==> config.mk <==
export PLATFORM = sky130hd
export DESIGN_NAME = ring_osc_sequencer
export DESIGN_NICKNAME = d
export VERILOG_FILES = /design/src/rtl/ring_osc_sequencer.sv
export SDC_FILE = /design/constraint.sdc
export NUM_CORES = 1
export LEC_CHECK = 0
export BUFFER_PORTS_ARGS = -buffer_cell sky130_fd_sc_hd__buf_2
export CAP_MARGIN = 20
export CORE_UTILIZATION = 60
export CTS_BUF_LIST = sky130_fd_sc_hd__clkbuf_4
export CTS_CLUSTER_DIAMETER = 80
export CTS_CLUSTER_SIZE = 25
export DETAILED_ROUTE_END_ITERATION = 8
export PLACE_DENSITY = 0.82
export RECOVER_POWER = 50
export SLEW_MARGIN = 20
export SYNTH_ARGS = -nofsm -noshare
export SYNTH_HDL_FRONTEND = slang
export SYNTH_SLANG_ARGS = --single-unit
==> constraint.sdc <==
create_clock -name clk -period 2.6 [get_ports clk]
set_clock_uncertainty 0.15 [all_clocks]
set_input_delay 0.39 -clock clk [delete_from_list [all_inputs] [get_ports clk]]
set_output_delay 0.39 -clock clk [all_outputs]
set_load 0.05 [all_outputs]
==> src/rtl/ring_osc_sequencer.sv <==
// ring_osc_sequencer
//   Sequencer for the free-running inverter-chain oscillator. Enables the
//   chain, lets it settle, counts rising edges of a chain tap over a latched
//   window of clk cycles, flushes the synchroniser, then pulses done with the
//   result. This block is the only driver of the ring enable.
//
// Ports
//   clk       in   system clock
//   rst_n     in   asynchronous active-low reset
//   start     in   run request, sampled only while idle
//   abort     in   cancel the current run, overrides start
//   window    in   measurement length in clk cycles, latched on accepted start
//   ring_out  in   asynchronous oscillator tap
//   ring_en   out  registered enable to the oscillator chain
//   busy      out  run in progress (settle, measure, drain)
//   done      out  one-cycle pulse, count/overflow valid
//   count     out  rising edges seen in the window, held until next start
//   overflow  out  an edge arrived while count was already saturated
module ring_osc_sequencer #(
  parameter int unsigned CNT_W       = 16,
  parameter int unsigned WIN_W       = 16,
  parameter int unsigned SETTLE_CYC  = 16,
  parameter int unsigned SYNC_STAGES = 2
) (
  input  logic             clk,
  input  logic             rst_n,
  input  logic             start,
  input  logic             abort,
  input  logic [WIN_W-1:0] window,
  input  logic             ring_out,
  output logic             ring_en,
  output logic             busy,
  output logic             done,
  output logic [CNT_W-1:0] count,
  output logic             overflow
);

  // One timer is shared by settle, measure and drain phases, so it must
  // hold the largest of the three reload values.
  localparam int unsigned SET_W = $clog2(SETTLE_CYC + 1);
  localparam int unsigned SYN_W = $clog2(SYNC_STAGES + 1);
  localparam int unsigned TMR_A = (WIN_W > SET_W) ? WIN_W : SET_W;
  localparam int unsigned TMR_W = (TMR_A > SYN_W) ? TMR_A : SYN_W;

  localparam logic [TMR_W-1:0] SETTLE_LD = TMR_W'(SETTLE_CYC - 1);
  localparam logic [TMR_W-1:0] DRAIN_LD  = TMR_W'(SYNC_STAGES - 1);
  localparam logic [TMR_W-1:0] TMR_ONE   = TMR_W'(1);

  typedef enum logic [2:0] {IDLE, SETTLE, MEASURE, DRAIN, DONE} state_e;

  state_e                 state_q, state_d;
  logic [TMR_W-1:0]       timer_q, timer_d;
  logic [WIN_W-1:0]       win_q, win_d;
  logic [CNT_W-1:0]       count_q, count_d;
  logic                   ovf_q, ovf_d;
  logic                   ring_en_q, ring_en_d;
  logic                   busy_q, busy_d;
  logic                   done_q, done_d;
  logic [SYNC_STAGES-1:0] sync_q;
  logic                   prev_q;
  logic                   rise;

  // Synchroniser and edge detector run continuously in every state.
  always_ff @(posedge clk or negedge rst_n) begin
    if (!rst_n) begin
      sync_q <= '0;
      prev_q <= 1'b0;
    end else begin
      sync_q <= {sync_q[SYNC_STAGES-2:0], ring_out};
      prev_q <= sync_q[SYNC_STAGES-1];
    end
  end

  assign rise = sync_q[SYNC_STAGES-1] & ~prev_q;

  always_ff @(posedge clk or negedge rst_n) begin
    if (!rst_n) begin
      state_q   <= IDLE;
      timer_q   <= '0;
      win_q     <= '0;
      count_q   <= '0;
      ovf_q     <= 1'b0;
      ring_en_q <= 1'b0;
      busy_q    <= 1'b0;
      done_q    <= 1'b0;
    end else begin
      state_q   <= state_d;
      timer_q   <= timer_d;
      win_q     <= win_d;
      count_q   <= count_d;
      ovf_q     <= ovf_d;
      ring_en_q <= ring_en_d;
      busy_q    <= busy_d;
      done_q    <= done_d;
    end
  end

  always_comb begin
    state_d = state_q;
    timer_d = timer_q;
    win_d   = win_q;
    count_d = count_q;
    ovf_d   = ovf_q;

    if (abort) begin
      state_d = IDLE;
    end else begin
      unique case (state_q)
        IDLE: begin
          if (start) begin
            state_d = SETTLE;
            win_d   = window;
            count_d = '0;
            ovf_d   = 1'b0;
            timer_d = SETTLE_LD;
          end
        end
        SETTLE: begin
          if (timer_q == '0) begin
            if (win_q == '0) begin
              state_d = DRAIN;
              timer_d = DRAIN_LD;
            end else begin
              state_d = MEASURE;
              timer_d = TMR_W'(win_q) - TMR_ONE;
            end
          end else begin
            timer_d = timer_q - TMR_ONE;
          end
        end
        MEASURE: begin
          if (rise) begin
            if (count_q == '1) ovf_d = 1'b1;
            else               count_d = count_q + CNT_W'(1);
          end
          if (timer_q == '0) begin
            state_d = DRAIN;
            timer_d = DRAIN_LD;
          end else begin
            timer_d = timer_q - TMR_ONE;
          end
        end
        DRAIN: begin
          if (timer_q == '0) state_d = DONE;
          else               timer_d = timer_q - TMR_ONE;
        end
        DONE:    state_d = IDLE;
        default: state_d = IDLE;
      endcase
    end

    // Status outputs are decoded from the next state so they are flops that
    // line up with the state they describe.
    ring_en_d = (state_d == SETTLE) || (state_d == MEASURE);
    busy_d    = (state_d == SETTLE) || (state_d == MEASURE) || (state_d == DRAIN);
    done_d    = (state_d == DONE);
  end

  assign ring_en  = ring_en_q;
  assign busy     = busy_q;
  assign done     = done_q;
  assign count    = count_q;
  assign overflow = ovf_q;

endmodule

==> results.cfg <==
[timing]
maxClockFrequency_ghz = 0.407
setup_violations = 0
report.final.hold_viol_count = 0
grt_setup_unrepaired = yes
max_slew.worst_pin.slew_ns = 1.09
postLayoutSetupSlackWorst_ns = 0.143
finalCriticalPeriod_ns = 2.46
timing.final.crit_share_pct = 94.5
worst_slew_margin_rel_pct = 27.4
hold-worst-slack_ns = 0.00853
drv_slew = 0

[yosys]
synth_commonest_cells = nand2_1 (78), dfrtp_1 (58), nor2_1 (32)
syn_inst = 376
synth.most_common_cell = nand2_1
synth_edf_count = 0
syn_nets = 400
synth_top_cells_by_area = dfrtp_1 (44%), nand2_1 (9.0%), xnor2_1 (4.0%)
synthFlopType = dfrtp_1
syn-cell-area_um2 = 3270
synth.largest_area_cell = dfrtp_1
ys_async_sr_fraction_pct = 100
synth_sequential_area_ratio_pct = 44.4
ys.warnings.count = 0
yosys.cell_types.count = 52
synthDominantCellAreaShare_pct = 44.4
mapped_avg_cell_area_um2 = 8.69
ys_seq_elements = 58

[routing]
viasPerCell = 6.07
detail_route.first_pass.iterations = 5
routed-via-count = 3052
routed_wl_mm = 8.00
drt_iter0_markers = 318
detail_route.drc_violations = 0
wl_per_cell_um = 15.9
route.antenna.remaining_nets = 0

[clock_tree]
clk_transition_reported_paths_ns = 0.11
cts.root.buffer_cell = clkbuf_4
cts_setup_buffers = 0
cts-buffers-inserted = 9
cts_max_path_buffers = 2
cts_num_sinks = 58
tritoncts_clock_tree = yes
ctsHtreeMaxLevel = 3
clock_insertion_delay_worst_skew_ns = 0.41

[placed_design]
post-place-cells = 484
number_of_port_buffers = 40
placement_setup_slack_ns = 0.173
gp_congestion = 0.911
hpwlAfterDp_mm = 5.64
postPlaceCellArea_um2 = 3590

[floorplanning]
coreArea_um2 = 5170
starting_density_of_the_core_pct = 63.2
placementRows = 26
die_y_um = 75.8
io_pins = 41
die-width_um = 75.8
die_area_um2 = 5750

[finish]
stdcell_count = 503
final_net_count = 453
final_cell_area_um2 = 3750
syn2layout_area_growth_pct = 14.9
antennaDiodeCount = 0
drive_above_1_share_pct = 17.3

[run]
max_cap_violations = 0

[global_route]
grt_start_max_net_pins = 32
overflow = 0
grt_overall_usage_pct = 30.3
wire_length_of_the_first_global_routing_pass_mm = 12.8
grt_antenna_before_repair = 0
first_global_vias = 2708

[power_and_ir_drop]
power.density_cell_area_nw_per_um2 = 582
pwr-share-comb_pct = 20.5
power_frac_seq_pct = 50.2
static-leakage-power_nw = 1.75
clock_power_share_pct = 29.3
power.ir.vdd_worst_uv = 358
total_switching_power_w = 0.000729
internal_power_w = 0.00145
power.share.switching_pct = 33.4

[outcome]
status = finished clean

[worst_setup_path]
end_kind = flop
timing.critical_path.arrival_ns = 2.60
r2r-start = timer_q[1]
wp_data_required_ns = 2.74
criticalPathCategory = flop to flop
worstSetupStartpoint = timer_q[1]
startpoint_kind_of_the_worst_setup_timing_path = flop
crit_fanout = 9

[min_path]
holdCritStartpoint = window[7]
hold_class = input port to flop
-- kinds of logic after synthesis --
group	Yosys count	share of synthesized area, %
AO/OA/AOI/OAI	62	12.6
XOR/XNOR	28	7.50
AND/OR/NAND/NOR	199	30.4
buffers and inverters	23	2.99
adder cells (fa/ha/maj)	3	1.15
multiplexers	3	0.995
flip-flops	58	44.4
-- layout by cell type (no fill, tap or decap), types with 3 or more instances in the layout --
master,n
clkbuf_1,7
or3_1,5
nand2_1,78
dfrtp_1,58
buf_2,33
ha_1,3
buf_4,11
nor2_1,32
a32oi_1,3
o211ai_1,3
inv_1,8
o21ai_0,17
nand3_1,12
nor3_1,21
nor4_1,8
and3_1,5
a21oi_1,11
xor2_1,13
nor4b_1,3
dlygate4sd3_1,4
nor3b_1,3
xnor2_1,15
and2_1,7
clkbuf_4,11
o31ai_1,3
o311ai_0,3
nand4_1,9
a22oi_1,4
-- final timing paths --
| kind | endpoint | slack, ns | cells after the start |
|---|---|---|---|
| hold reg to reg | sync_q[1] | 0.22 | 0 |
| setup reg to reg | timer_q[5] | 0.14 | 8 |
| min in group asynchronous | timer_q[11] | 0.54 | 2 |
| setup / recovery | timer_q[5] | 0.14 | 8 |
| max in group asynchronous | sync_q[0] | 0.64 | 3 |
| hold / removal | win_q[7] | 0.009 | 3 |
-- through the flow --
stage	power (W)	utilization (%)	setup TNS, ns
2_1_floorplan	0.00139	-	0
3_3_place_gp	0.00152	69.3	0
3_5_place_dp	0.00154	69.3	0
4_1_cts	0.00217	72.2	0
5_1_grt	0.00229	72.6	-0.0366
6_report	0.00218	72.6	0
-- worst max-delay path, cell delays in order, from the launching register on --
cell and delay, ns:
dfrtp_1 0.41, inv_1 0.10, ha_1 0.16, nor3b_2 0.26, and3_1 0.26, a41o_2 0.31, and3b_1 0.31, a221oi_1 0.30
nand2_1 0.08
-- final cells by class --
cell class	count	area (um^2)
Clock buffer	11	82.6
Clock inverter	4	43.8
Fill cell	402	1420
Inverter	8	30.0
Multi-Input combinational cell	295	1740
Sequential cell	58	1450
Tap cell	70	87.6
Timing Repair Buffer	57	324
-- routing by layer --
layer  wire length (um)  track usage, %
met3                515            6.75
met4                137            11.7
met2               3750            45.5
met5                  0               0
met1               3600            42.7
-- power groups by stage --
stage	combinational [W]	clock, W	sequential (W)
after floorplan	0.000299	0	0.00109
final	0.000448	0.000640	0.00110
after CTS	0.000437	0.000639	0.00109
after global placement	0.000419	0	0.00110
after global routing	0.000496	0.000690	0.00111
after detailed placement	0.000430	0	0.00111
-- registers in the layout, indices dropped and copies added, names as in the netlist --
register and count:
count 16, timer_q 16, win_q 16, state_q 3, sync_q 2, busy 1
done 1, overflow 1, prev_q 1, ring_en 1
-- timing repair --
action                                  CTS  global route
endpoints found under the setup margin    0             7
hold buffers                              2             2
hold endpoints to repair                 19             2
gates resized for setup                   0             5
Power figures use the tool's default switching activity.
